--- src/rtl/syrk_out_wrapper.sv ---
// syrk_out_wrapper: collects the kernel's 8 C_out result streams into 2-deep
// per-lane buffers, picks lanes round-robin and serialises each word as a
// 9-nibble frame (lane header, then 8 data nibbles, LS nibble first).
// probe_out keeps a running parity of every accepted word.
module syrk_out_wrapper #(
    parameter int LANES      = 8,
    parameter int DW         = 32,
    parameter int FIFO_DEPTH = 2
) (
    input  logic          ap_clk,
    input  logic          ap_rst_n,
    input  logic [DW-1:0] C_out_0_din,
    input  logic          C_out_0_write,
    output logic          C_out_0_full_n,
    input  logic [DW-1:0] C_out_1_din,
    input  logic          C_out_1_write,
    output logic          C_out_1_full_n,
    input  logic [DW-1:0] C_out_2_din,
    input  logic          C_out_2_write,
    output logic          C_out_2_full_n,
    input  logic [DW-1:0] C_out_3_din,
    input  logic          C_out_3_write,
    output logic          C_out_3_full_n,
    input  logic [DW-1:0] C_out_4_din,
    input  logic          C_out_4_write,
    output logic          C_out_4_full_n,
    input  logic [DW-1:0] C_out_5_din,
    input  logic          C_out_5_write,
    output logic          C_out_5_full_n,
    input  logic [DW-1:0] C_out_6_din,
    input  logic          C_out_6_write,
    output logic          C_out_6_full_n,
    input  logic [DW-1:0] C_out_7_din,
    input  logic          C_out_7_write,
    output logic          C_out_7_full_n,
    output logic [3:0]    data_out,
    output logic          data_valid,
    output logic          probe_out
);

    localparam int LW      = $clog2(LANES);
    localparam int PW      = (FIFO_DEPTH > 1) ? $clog2(FIFO_DEPTH) : 1;
    localparam int CW      = $clog2(FIFO_DEPTH + 1);
    localparam int NIBBLES = DW / 4;
    localparam int NW      = $clog2(NIBBLES);

    typedef enum logic [1:0] {S_IDLE, S_HDR, S_DATA} state_t;

    logic [DW-1:0]    din_a  [LANES];
    logic [DW-1:0]    head_a [LANES];
    logic [LANES-1:0] wr_v;
    logic [LANES-1:0] pop_v;
    logic [LANES-1:0] nonempty_v;
    logic [LANES-1:0] full_n_v;
    logic [LANES-1:0] acc_par_v;

    assign din_a[0] = C_out_0_din;
    assign din_a[1] = C_out_1_din;
    assign din_a[2] = C_out_2_din;
    assign din_a[3] = C_out_3_din;
    assign din_a[4] = C_out_4_din;
    assign din_a[5] = C_out_5_din;
    assign din_a[6] = C_out_6_din;
    assign din_a[7] = C_out_7_din;
    assign wr_v = {C_out_7_write, C_out_6_write, C_out_5_write, C_out_4_write,
                   C_out_3_write, C_out_2_write, C_out_1_write, C_out_0_write};
    assign C_out_0_full_n = full_n_v[0];
    assign C_out_1_full_n = full_n_v[1];
    assign C_out_2_full_n = full_n_v[2];
    assign C_out_3_full_n = full_n_v[3];
    assign C_out_4_full_n = full_n_v[4];
    assign C_out_5_full_n = full_n_v[5];
    assign C_out_6_full_n = full_n_v[6];
    assign C_out_7_full_n = full_n_v[7];

    // Per-lane buffer: full_n is registered from the next count, so a pop
    // never frees a slot for a write in the same cycle.
    for (genvar gi = 0; gi < LANES; gi++) begin : g_lane
        logic [DW-1:0] mem_q [FIFO_DEPTH];
        logic [PW-1:0] wr_ptr_q, wr_ptr_d, rd_ptr_q, rd_ptr_d;
        logic [CW-1:0] count_q, count_d;
        logic          full_n_q, full_n_d;
        logic          push;
        logic          pop;

        assign push = wr_v[gi] & full_n_q;
        assign pop  = pop_v[gi];

        // Next pointers, occupancy and registered space flag
        always_comb begin
            wr_ptr_d = wr_ptr_q;
            rd_ptr_d = rd_ptr_q;
            count_d  = count_q;
            if (push) begin
                wr_ptr_d = (wr_ptr_q == PW'(FIFO_DEPTH - 1)) ? '0 : wr_ptr_q + PW'(1);
            end
            if (pop) begin
                rd_ptr_d = (rd_ptr_q == PW'(FIFO_DEPTH - 1)) ? '0 : rd_ptr_q + PW'(1);
            end
            case ({push, pop})
                2'b10:   count_d = count_q + CW'(1);
                2'b01:   count_d = count_q - CW'(1);
                default: count_d = count_q;
            endcase
            full_n_d = (count_d < CW'(FIFO_DEPTH));
        end

        // Buffer control state; reset empties the lane
        always_ff @(posedge ap_clk or negedge ap_rst_n) begin
            if (!ap_rst_n) begin
                wr_ptr_q <= '0;
                rd_ptr_q <= '0;
                count_q  <= '0;
                full_n_q <= 1'b1;
            end else begin
                wr_ptr_q <= wr_ptr_d;
                rd_ptr_q <= rd_ptr_d;
                count_q  <= count_d;
                full_n_q <= full_n_d;
            end
        end

        // Word storage; contents are don't-care while count is zero
        always_ff @(posedge ap_clk) begin
            if (push) begin
                mem_q[wr_ptr_q] <= din_a[gi];
            end
        end

        assign head_a[gi]     = mem_q[rd_ptr_q];
        assign nonempty_v[gi] = (count_q != '0);
        assign full_n_v[gi]   = full_n_q;
        assign acc_par_v[gi]  = push & (^din_a[gi]);
    end

    state_t          state_q, state_d;
    logic [NW-1:0]   cnt_q, cnt_d;
    logic [DW-1:0]   word_q, word_d;
    logic [LW-1:0]   last_q, last_d;
    logic [3:0]      data_out_q, data_out_d;
    logic            data_valid_q, data_valid_d;
    logic            probe_q, probe_d;
    logic            grant_found;
    logic [LW-1:0]   grant_lane;
    logic [LW-1:0]   idx;
    logic            grant_en;
    logic [DW-1:0]   shifted;

    // Round-robin search starting one past the last granted lane
    always_comb begin
        grant_found = 1'b0;
        grant_lane  = last_q;
        idx         = last_q;
        for (int i = 1; i <= LANES; i++) begin
            idx = last_q + LW'(i);
            if (!grant_found && nonempty_v[idx]) begin
                grant_found = 1'b1;
                grant_lane  = idx;
            end
        end
    end

    assign grant_en = grant_found &&
                      ((state_q == S_IDLE) ||
                       ((state_q == S_DATA) && (cnt_q == NW'(NIBBLES - 1))));
    assign pop_v    = grant_en ? (LANES'(1) << grant_lane) : '0;

    // Serializer next state: outputs are computed one cycle ahead and registered
    always_comb begin
        state_d      = state_q;
        cnt_d        = cnt_q;
        word_d       = word_q;
        last_d       = last_q;
        data_out_d   = data_out_q;
        data_valid_d = data_valid_q;
        shifted      = word_q;
        case (state_q)
            S_HDR: begin
                state_d      = S_DATA;
                cnt_d        = '0;
                data_out_d   = word_q[3:0];
                data_valid_d = 1'b1;
            end
            S_DATA: begin
                if (cnt_q != NW'(NIBBLES - 1)) begin
                    cnt_d        = cnt_q + NW'(1);
                    shifted      = word_q >> {cnt_d, 2'b00};
                    data_out_d   = shifted[3:0];
                    data_valid_d = 1'b1;
                end else if (!grant_en) begin
                    state_d      = S_IDLE;
                    data_out_d   = 4'h0;
                    data_valid_d = 1'b0;
                end
            end
            default: ;
        endcase
        if (grant_en) begin
            state_d      = S_HDR;
            word_d       = head_a[grant_lane];
            last_d       = grant_lane;
            data_out_d   = 4'(grant_lane);
            data_valid_d = 1'b1;
        end
        probe_d = probe_q ^ (^acc_par_v);
    end

    // Serializer and parity registers; reset aborts any frame in flight
    always_ff @(posedge ap_clk or negedge ap_rst_n) begin
        if (!ap_rst_n) begin
            state_q      <= S_IDLE;
            cnt_q        <= '0;
            word_q       <= '0;
            last_q       <= LW'(LANES - 1);
            data_out_q   <= 4'h0;
            data_valid_q <= 1'b0;
            probe_q      <= 1'b0;
        end else begin
            state_q      <= state_d;
            cnt_q        <= cnt_d;
            word_q       <= word_d;
            last_q       <= last_d;
            data_out_q   <= data_out_d;
            data_valid_q <= data_valid_d;
            probe_q      <= probe_d;
        end
    end

    assign data_out   = data_out_q;
    assign data_valid = data_valid_q;
    assign probe_out  = probe_q;

endmodule

--- config.mk ---
export PLATFORM = sky130hd
export DESIGN_NAME = syrk_out_wrapper
export DESIGN_NICKNAME = d
export VERILOG_FILES = /design/src/rtl/syrk_out_wrapper.sv
export SDC_FILE = /design/constraint.sdc
export NUM_CORES = 1
export LEC_CHECK = 0
export CAP_MARGIN = 20
export CORE_UTILIZATION = 39
export DETAILED_ROUTE_END_ITERATION = 16
export GPL_TIMING_DRIVEN = 0
export PLACE_DENSITY = 0.62
export SLEW_MARGIN = 10
export SYNTH_ARGS = -nofsm -noshare
export SYNTH_HDL_FRONTEND = slang
export SYNTH_SLANG_ARGS = --single-unit
--- constraint.sdc ---
create_clock -name ap_clk -period 14.4 [get_ports ap_clk]
set_input_delay 3.6 -clock ap_clk [delete_from_list [all_inputs] [get_ports ap_clk]]
set_output_delay 3.6 -clock ap_clk [all_outputs]
set_load 0.05 [all_outputs]
==> summary.md <==
| Metric | Value |
|---|---|
| Status | `complete, no violations` |
| R2R Path Start | `last_q[0]` |
| Routed wire length | `127 mm` |
| Mean post-synth cell area | `11.0 um2` |
| Final worst-path cycle share | `0.474` |
| First-pass GRT wire length | `182 mm` |
| Most common cell after layout, fill and taps aside | `edfxtp_1` |
| Worst setup SP type | `flop` |
| Max_cap viols | `0` |
| Max-slew violation count | `0` |
| Drt initial violations | `4054` |
| Worst Tran Pin Value | `1.26 ns` |
| Synthesized flop and latch total | `598` |
| Max_slew headroom | `0.159` |
| Longest Clk Path Bufs | `3` |
| Largest delay share family, worst path | `buffers and inverters` |
| Worst Setup Path Type | `flop to flop` |
| Synth Flop Type | `edfxtp_1` |
| Crit Reg-Reg Endpoint | `word_q[9]` |
| DR vias | `29200` |
| CTS H-tree depth | `3` |
| Core area | `0.0900 mm2` |
| Die area | `0.0920 mm2` |
| Wire per inst | `26.5 um` |
| Synth cell types | `61` |
| Die W | `303 um` |
| Final setup viols | `0` |
| Largest net degree at the start of global routing | `76` |
| F_max | `146 MHz` |
| Combinational family with the most area after synthesis | `compound AO/OA/AOI/OAI gates` |
| Clk pin slew, worst setup/hold paths | `0.06 ns` |
| I/O pins | `280` |
| CTS tree | `yes` |
| Crit-path max cell delay | `0.84 ns` |
| Skew-Pair Late Insertion Delay | `0.63 ns` |
| Number of global-route vias before repair | `27100` |
| Share of cells above drive strength 1 | `0.0783` |
| HP Start | `word_q[24]` |
| Min Tclk post-route | `6.83 ns` |
| Utilization after layout | `0.467` |
| Post-Syn Area | `0.0354 mm2` |
| # clock sinks | `598` |
| CTS resizes | `0` |
| Root buf cell | `clkbuf_16` |
| Synth Warn # | `0` |
| Critical path's slowest cell | `clkbuf_1` |
| CP Capture Type | `flop` |
| Mux cell area share after synthesis | `0.110` |
| Synth Area in Compound Gates | `0.169` |
| Reg2reg setup slack | `7.57 ns` |
| Post-synth ARST share | `0.144` |
| Gate Count Post-Synth | `3217` |
| Xor/xnor share of the synthesized area | `0.0761` |
| Layout area overhead | `18.7%` |
| Sequential-to-total area share from yosys stat | `0.495` |
| Site row count | `110` |
| RD Place Congestion | `1.03` |
| Initial antenna violation count | `4` |
| Total track usage | `0.270` |
| Post-DR vias/cell | `6.08` |
| Worst-path cell chain | `buf_2, buf_2, inv_1, clkbuf_1, buf_2, ha_1, xnor2_2, mux4_2, a21oi_2, clkbuf_1, clkbuf_1, a21o_1, o2111ai_1, nor2_1, mux2i_1, o221ai_1` |
| Synth Area in Simple Gates | `0.111` |
| WHS Path Cells | `2` |
| Post-synth EDFFs | `512` |
| Antenna Nets Post-Route | `0` |
| TNS Setup | `0 ns` |
| Total grt overflow | `0` |
| DPL Wire Length | `94.3 mm` |
| Nets | `3852` |
| Hold Path End | `word_q[24]` |
| Adder-cell share of the synthesized area | `0.00424` |
| CTS buffer count | `67` |
| Critical Path RT | `14.93 ns` |
| Setup Skew | `0.0352 ns` |
| Final-report hold violation count | `0` |
| RSZ-0062 raised after global routing | `no` |
| Post-CTS Hold Fix Bufs | `0` |
| Hold Crit Class | `flop to flop` |
| Worst Path Buf+Inv | `7` |
| Crit path max fanout | `10` |
| Post-CTS Setup Bufs | `0` |
| DIE HEIGHT | `303 um` |
| Reg2Reg Depth | `16` |
| Most frequent cells in the layout | `edfxtp_1 (512), clkdlybuf4s50_1 (278), clkbuf_1 (276)` |
| PortBufs | `279` |
| Syn Nets | `3495` |
| DRC | `0` |
| DRT Pass-1 Iters | `6` |
| Initial Util | `0.394` |
| Crit path DAT | `7.36 ns` |
[tightest hold or removal path, cell delays in order, from the launching register on]
cell      delay [ns]
dfrtp_1         0.34
nand2_1         0.05
o221ai_1        0.06
[cell type report]
cell class,count,area (um2)
diodes,1,2.50
plain buffers,287,1130
clock buffers,97,1860
clock inverters,26,193
fillers,8353,48000
inverters,14,52.6
multi-input cells,2318,16800
flip-flops and latches,598,17500
well taps,1176,1470
repair buffers,288,3020
[per-stage QoR]
step	cell area, um2	instances	setup slack, ns	hold slack, ns
5_1_grt	42000	4804	7.44	0.510
3_5_place_dp	40000	4681	7.61	0.470
4_1_cts	42000	4804	7.77	0.485
6_report	42000	4805	7.57	0.489
3_3_place_gp	39700	4672	5.55	0.466
2_1_floorplan	35400	3217	8.90	0.451
[state kept, by name, indices dropped and copies added (netlist names), 2 cells and up, named ones only]
signal / cells
g_lane.count_q: 8
state_q: 2
cnt_q: 3
word_q: 32
g_lane.mem_q: 512
data_out: 4
g_lane.wr_ptr_q: 8
last_q: 3
g_lane.rd_ptr_q: 8
[routing by layer]
metal,GRT usage,share of wire
met5,0,0.00010
met4,0.134,0.054
met3,0.0519,0.089
met2,0.403,0.44
met1,0.373,0.42
[Yosys cell counts, drive strengths merged (2+ instances only)]
cell type | n | area [um2]
xor2 | 51 | 454
nor3 | 14 | 95.1
mux2i | 250 | 2500
nor3b | 6 | 70.1
mux4 | 19 | 428
or2 | 2 | 12.5
and3 | 8 | 50.1
edfxtp | 512 | 15400
dfstp | 11 | 289
a211oi | 3 | 22.5
nand2 | 56 | 210
dfrtp | 75 | 1880
o2111ai | 128 | 1120
a21oi | 17 | 100
o22ai | 3 | 18.8
o221ai | 32 | 280
o32ai | 2 | 17.5
or3 | 83 | 519
ha | 12 | 150
a221oi | 2 | 17.5
a22oi | 6 | 45.0
buf | 36 | 190
and2 | 174 | 1090
a21o | 133 | 998
o211ai | 257 | 1930
nand3 | 177 | 886
clkbuf | 251 | 942
nand2b | 2 | 12.5
mux2 | 87 | 980
o21ai | 266 | 1330
inv | 13 | 48.8
nor2 | 260 | 976
xnor2 | 250 | 2220
a31oi | 2 | 12.5
[cell families after synthesis]
family          count (synthesis)
xor+xnor                      302
compound gates                863
simple gates                  785
mux                           356
flops                         598
buf+inv                       301
fa+ha+maj                      12
[worst max-delay path by stage]
stage               startpoint                     to  slack [ns]  cells past startpoint
2_1_floorplan    C_out_0_write  g_lane[0].mem_q[0][0]        8.90                      2
3_3_place_gp          ap_rst_n     g_lane[7].rd_ptr_q        5.55                      1
3_5_place_dp   C_out_1_din[30]              probe_out        7.61                     10
4_1_cts              last_q[0]             word_q[10]        7.77                     16
5_1_grt              last_q[0]             word_q[10]        7.44                     16
6_report             last_q[0]              word_q[9]        7.57                     16
Power is not shown: default switching activity piles up to over one toggle a cycle in this logic, so the estimate is an artifact.
